**src/rtl/conv_pkg.sv**
```systemverilog
// Shared types and helpers for the streaming KxK convolution engine.
package conv_pkg;

  typedef enum logic [1:0] {StIdle, StRun, StDrain} state_e;

  // Signed accumulator width: full product plus growth for K*K terms.
  function automatic int unsigned acc_width(input int unsigned n, input int unsigned k);
    return 2 * n + 1 + $clog2(k * k);
  endfunction

  // Flat index of coefficient / window tap (r,c).
  function automatic int unsigned coef_idx(input int unsigned r, input int unsigned c,
                                           input int unsigned k);
    return r * k + c;
  endfunction

  // Arithmetic shift then clamp into the unsigned n-bit range.
  function automatic logic [63:0] shift_clamp(input logic signed [63:0] acc,
                                              input int unsigned sh, input int unsigned n);
    logic signed [63:0] s;
    logic signed [63:0] hi;
    s  = acc >>> sh;
    hi = (64'sd1 <<< n) - 64'sd1;
    if (s < 64'sd0) return '0;
    else if (s > hi) return hi;
    else return s;
  endfunction

endpackage

```
**src/rtl/conv_mac_tree.sv**
```systemverilog
// Combinational KxK signed multiply-accumulate over a flat window and kernel.
module conv_mac_tree
  import conv_pkg::*;
#(
  parameter int unsigned N    = 8,
  parameter int unsigned K    = 3,
  parameter int unsigned ACCW = 21
) (
  input  logic [N*K*K-1:0]       window_i,
  input  logic [N*K*K-1:0]       kernel_i,
  output logic signed [ACCW-1:0] acc_o
);

  logic signed [ACCW-1:0] kx;
  logic signed [ACCW-1:0] px;

  // Sum of products; coefficients sign-extended, pixels zero-extended.
  always_comb begin
    acc_o = '0;
    kx    = '0;
    px    = '0;
    for (int unsigned i = 0; i < K * K; i++) begin
      kx    = ACCW'(signed'(kernel_i[i*N +: N]));
      px    = ACCW'({1'b0, window_i[i*N +: N]});
      acc_o = acc_o + kx * px;
    end
  end

endmodule

```
**src/rtl/conv_stream_engine.sv**
```systemverilog
// Streaming KxK convolution: line-buffer shift chain, raster counters,
// frame FSM and a single-entry pending/output register pair.
module conv_stream_engine
  import conv_pkg::*;
#(
  parameter int unsigned N     = 8,
  parameter int unsigned K     = 3,
  parameter int unsigned W     = 16,
  parameter int unsigned H     = 16,
  parameter int unsigned SHIFT = 0
) (
  input  logic             clk,
  input  logic             rst,
  input  logic             kernel_load,
  input  logic [N*K*K-1:0] kernel,
  input  logic             s_valid,
  input  logic [N-1:0]     s_data,
  output logic             s_ready,
  output logic             m_valid,
  output logic [N-1:0]     m_data,
  input  logic             m_ready,
  output logic             m_last,
  output logic             busy
);

  localparam int unsigned ACCW  = acc_width(N, K);
  localparam int unsigned CHAIN = (K - 1) * W + K;
  localparam int unsigned CW    = $clog2(W);
  localparam int unsigned RW    = $clog2(H);

  state_e                 state_q, state_d;
  logic [CW-1:0]          col_q, col_d;
  logic [RW-1:0]          row_q, row_d;
  logic [CHAIN*N-1:0]     chain_q, chain_d;
  logic                   pend_q, pend_d;
  logic                   pend_last_q, pend_last_d;
  logic [N*K*K-1:0]       coef_q, coef_d;
  logic                   m_valid_q, m_valid_d;
  logic [N-1:0]           m_data_q, m_data_d;
  logic                   m_last_q, m_last_d;

  logic                   hs, out_ld, win_ok, last_px, clear;
  logic [N*K*K-1:0]       window;
  logic signed [ACCW-1:0] acc;
  logic [N-1:0]           res;

  assign hs      = s_valid & s_ready;
  assign out_ld  = !m_valid_q | m_ready;
  assign win_ok  = (col_q >= CW'(K - 1)) && (row_q >= RW'(K - 1));
  assign last_px = (col_q == CW'(W - 1)) && (row_q == RW'(H - 1));
  assign s_ready = (state_q != StDrain) & (!pend_q | out_ld);
  assign busy    = (state_q != StIdle);
  assign m_valid = m_valid_q;
  assign m_data  = m_data_q;
  assign m_last  = m_last_q;

  // Gather the KxK taps out of the chain; tap (r,c) sits at r*W+c from the oldest end.
  always_comb begin
    window = '0;
    for (int unsigned r = 0; r < K; r++) begin
      for (int unsigned c = 0; c < K; c++) begin
        window[coef_idx(r, c, K)*N +: N] = chain_q[(r*W+c)*N +: N];
      end
    end
  end

  conv_mac_tree #(
    .N    (N),
    .K    (K),
    .ACCW (ACCW)
  ) u_mac (
    .window_i (window),
    .kernel_i (coef_q),
    .acc_o    (acc)
  );

  assign res = N'(shift_clamp(64'(acc), SHIFT, N));

  // Frame FSM next state; the m_last handshake closes the frame.
  always_comb begin
    state_d = state_q;
    clear   = 1'b0;
    unique case (state_q)
      StIdle:  if (hs) state_d = StRun;
      StRun:   if (hs && last_px) state_d = StDrain;
      StDrain: begin
        if (m_valid_q && m_ready && m_last_q) begin
          state_d = StIdle;
          clear   = 1'b1;
        end
      end
      default: state_d = StIdle;
    endcase
  end

  // Chain, counters, pending flag, coefficients and output register next state.
  always_comb begin
    col_d       = col_q;
    row_d       = row_q;
    chain_d     = chain_q;
    pend_d      = pend_q;
    pend_last_d = pend_last_q;
    if (out_ld) begin
      pend_d      = 1'b0;
      pend_last_d = 1'b0;
    end
    if (hs) begin
      chain_d = {s_data, chain_q[CHAIN*N-1:N]};
      if (col_q == CW'(W - 1)) begin
        col_d = '0;
        row_d = (row_q == RW'(H - 1)) ? '0 : row_q + RW'(1);
      end else begin
        col_d = col_q + CW'(1);
      end
      pend_d      = win_ok;
      pend_last_d = win_ok & last_px;
    end
    if (clear) begin
      col_d       = '0;
      row_d       = '0;
      chain_d     = '0;
      pend_d      = 1'b0;
      pend_last_d = 1'b0;
    end
    coef_d    = (state_q == StIdle && kernel_load) ? kernel : coef_q;
    m_valid_d = out_ld ? pend_q : m_valid_q;
    m_data_d  = out_ld ? res : m_data_q;
    m_last_d  = out_ld ? (pend_q & pend_last_q) : m_last_q;
  end

  // State registers with asynchronous active-high reset.
  always_ff @(posedge clk or posedge rst) begin
    if (rst) begin
      state_q     <= StIdle;
      col_q       <= '0;
      row_q       <= '0;
      chain_q     <= '0;
      pend_q      <= 1'b0;
      pend_last_q <= 1'b0;
      coef_q      <= '0;
      m_valid_q   <= 1'b0;
      m_data_q    <= '0;
      m_last_q    <= 1'b0;
    end else begin
      state_q     <= state_d;
      col_q       <= col_d;
      row_q       <= row_d;
      chain_q     <= chain_d;
      pend_q      <= pend_d;
      pend_last_q <= pend_last_d;
      coef_q      <= coef_d;
      m_valid_q   <= m_valid_d;
      m_data_q    <= m_data_d;
      m_last_q    <= m_last_d;
    end
  end

endmodule
```
**config.mk**
```make
export PLATFORM = sky130hd
export DESIGN_NAME = conv_stream_engine
export DESIGN_NICKNAME = d
export VERILOG_FILES = /design/src/rtl/conv_pkg.sv /design/src/rtl/conv_mac_tree.sv /design/src/rtl/conv_stream_engine.sv
export SDC_FILE = /design/constraint.sdc
export NUM_CORES = 2
export LEC_CHECK = 0
export BUFFER_PORTS_ARGS = -buffer_cell sky130_fd_sc_hd__buf_2
export CAP_MARGIN = 10
export CORE_UTILIZATION = 30
export DETAILED_ROUTE_END_ITERATION = 8
export GPL_ROUTABILITY_DRIVEN = 0
export MAX_ROUTING_LAYER = met4
export PLACE_DENSITY = 0.47
export REMOVE_ABC_BUFFERS = 1
export SKIP_CTS_REPAIR_TIMING = 1
export SYNTH_ARGS = -nofsm -noshare
export SYNTH_HDL_FRONTEND = slang
export SYNTH_HIERARCHICAL = 1
export SYNTH_SLANG_ARGS = --single-unit
export TNS_END_PERCENT = 100
```
**constraint.sdc**
```tcl
create_clock -name clk -period 17.6 [get_ports clk]
set_clock_uncertainty 0.2 [all_clocks]
set_input_delay 1.76 -clock clk [delete_from_list [all_inputs] [get_ports clk]]
set_output_delay 1.76 -clock clk [all_outputs]
set_load 0.02 [all_outputs]
```
==> summary.md <==
| Metric | Value |
|---|---|
| Ys flop type | dfrtp_1 |
| Clock latency at the later pin of the worst-skew pair | 0.62 ns |
| Die area | 119000 um^2 |
| Post-synth cell types | 59 |
| Status | finished, final reports clean |
| Antenna violations before repair | 5 |
| MaxCap Viol Count | 0 |
| Met2 wire length | 42900 um |
| Crit path top cell by count | fa_1 |
| P&R area growth vs syn | 10.2% |
| Commonest non-fill, non-tap cell in the layout | inv_1 |
| Starting Density | 30.3% |
| Dpl cell area | 37400 um^2 |
| Worst-case clock buffer depth | 3 |
| CTS Buf Count | 46 |
| Die H | 345 um |
| Setup repair after global routing missed its margin | no |
| Final ANT Viol Nets | 0 |
| Fin. max-slew vios | 0 |
| Largest net degree at the start of global routing | 106 |
| Crit. End Element | flop |
| Nets | 4224 |
| First-pass GRT wire length | 145000 um |
| Crit path DAT | 11.45 ns |
| Cell count after synthesis | 3173 |
| CP Data Required Time | 17.91 ns |
| Die width | 345 um |
| #FFs+latches synth | 374 |
| Core Area | 116000 um^2 |
| Critical path class | flop to flop |
| Ratio of cells with drive above 1 in the final layout | 8.23% |
| Hold Fails Final Rpt | 0 |
| Sequential area share after synthesis | 26.5% |
| Yosys top cell by area | fa_1 |
| Vias in the first global route | 23700 |
| Final non-filler cell area | 38900 um^2 |
| Post-synth ARST share | 100% |
| Crit-path slowest cell | fa_1 |
| Setup TNS | 0 ns |
| Mapped Area | 35300 um^2 |
| Routed length on met3 | 3750 um |
| Largest cells by area after synthesis | fa_1 (32%), dfrtp_1 (27%), ha_1 (11%) |
| IO Pins | 97 |
| Sink Count | 374 |
| Slowest cell delay on critical path | 0.54 ns |
| Met1 wire length | 43900 um |
| H-tree depth | 2 |
| Least-Margin Pin Slew | 1.02 ns |
| Max FO, Critical Path | 10 |
| DP Cell Count | 4737 |
| GRT Total Usage | 16.6% |
| Tcrit/Tclk final | 63.3% |
| Tmin final | 11.14 ns |
| Post-Route WL | 92000 um |
| Setup violators final | 0 |
| DRC | 0 |
| IO buf count | 96 |
| Vias per cell | 4.55 |
| Initial DRC Count | 1355 |
| Syn avg cell area | 11.1 um^2 |
| Vias | 21900 |
| CTS tree | built |
| Rel. slew slack | 32.0% |
| Post-DP HPWL | 72500 um |
| CP Launch Type | flop |
| Post-synth EDFFs | 0 |
| Commonest non-fill, non-tap cells in the layout | inv_1 (697), fa_1 (561), dfrtp_1 (374) |
| Top cell type's share of synthesized area | 31.8% |
| Final cell count without fillers | 4820 |
| Top Layer Used | met4 |
| Yosys warns | 6 |
| Hold WC Path Type | flop to flop |
| DR pass1 iterations | 5 |
| GR Overflow Total | 0 |
| Drt wl/cell | 19.1 um |
| Clock Tree Root | clkbuf_16 |
| CTS clk-pin slew, worst paths | 0.06 ns |
| Fmax | 89.7 MHz |
| Row Count | 125 |
| Worst hold slack | 0.268 ns |
## cells in the mapped netlist, types with 2 or more instances
cell      instances
clkbuf_1         24
nor3_1            4
nand2_1         230
a22o_1          281
a21o_1            3
o21a_1            4
a211oi_1          2
or4_1             2
nor2_1           33
buf_4            18
mux2_2           72
xor2_1           10
dfrtp_1         374
o21ai_0          18
buf_2            29
nand2b_1         24
nand3_1          11
nor4_1            3
a31o_2            2
o31ai_1           3
a31oi_1           3
or3_1             2
o31a_1            2
xnor2_1          26
inv_1           698
ha_1            317
a21oi_1          24
nor2b_1          37
and3_1            4
and2_1          310
fa_1            561
o211ai_1          2
buf_1             2
nand4_1           6
nor2_2            3
or2_2             6
## sequential cells by signal, indices dropped and copies added, names as in the netlist
register     count
chain_q        280
coef_q          72
m_data           8
col_q            4
row_q            4
state_q          2
m_last           1
m_valid          1
pend_last_q      1
pend_q           1
## layout make-up
cell class / count / area [um^2]
Multi-Input combinational cell: 2027 / 22900
Timing Repair Buffer: 114 / 616
Fill cell: 12000 / 77500
Antenna cell: 4 / 10.0
Clock buffer: 65 / 1260
Clock inverter: 14 / 179
Tap cell: 1524 / 1910
Sequential cell: 374 / 9360
Inverter: 698 / 2630
## logic make-up after synthesis
group,synth area share [%]
adder cells (fa/ha/maj),43.1
buffers and inverters,8.53
AND/OR/NAND/NOR,10.2
flip-flops,26.5
AO/OA/AOI/OAI,8.48
multiplexers,2.30
XOR/XNOR,0.894
## per-stage QoR
stage	utilization [%]	setup slack [ns]
2_1_floorplan	-	1.77
3_3_place_gp	32.2	6.50
3_5_place_dp	32.2	6.42
4_1_cts	33.4	6.40
5_1_grt	33.4	5.73
6_report	33.4	6.46
## worst max-delay path: cells and delay by family (launching register included)
family / cells / cell delay, ns
AO/OA/AOI/OAI: 8 / 1.60
XOR/XNOR: 1 / 0.15
adder cells (fa/ha/maj): 15 / 6.78
buffers and inverters: 10 / 0.50
flip-flops: 1 / 0.48
AND/OR/NAND/NOR: 6 / 1.31
## worst paths after layout
path / startpoint / endpoint / slack, ns / depth (start not counted)
worst max register to register: chain_q[270] / m_data[7] / 6.46 / 40
min in group asynchronous: rst / coef_q[33] / 1.11 / 2
max in group asynchronous: rst / coef_q[64] / 14.02 / 4
worst max-delay path: chain_q[270] / m_data[7] / 6.46 / 40
worst min-delay path: m_data[4] / m_data[4] / 0.27 / 2
worst min register to register: m_data[4] / m_data[4] / 0.27 / 2
## routing by layer
| layer | global-route usage [%] | vias to the layer above |
|---|---|---|
| met1 | 22.9 | 11300 |
| met3 | 2.70 | 99 |
| met5 | - | - |
| li1 | - | 10200 |
| met4 | 3.26 | 0 |
| met2 | 25.9 | 309 |
Power is not shown: default switching activity piles up to over one toggle a cycle in this logic, so the estimate is an artifact.
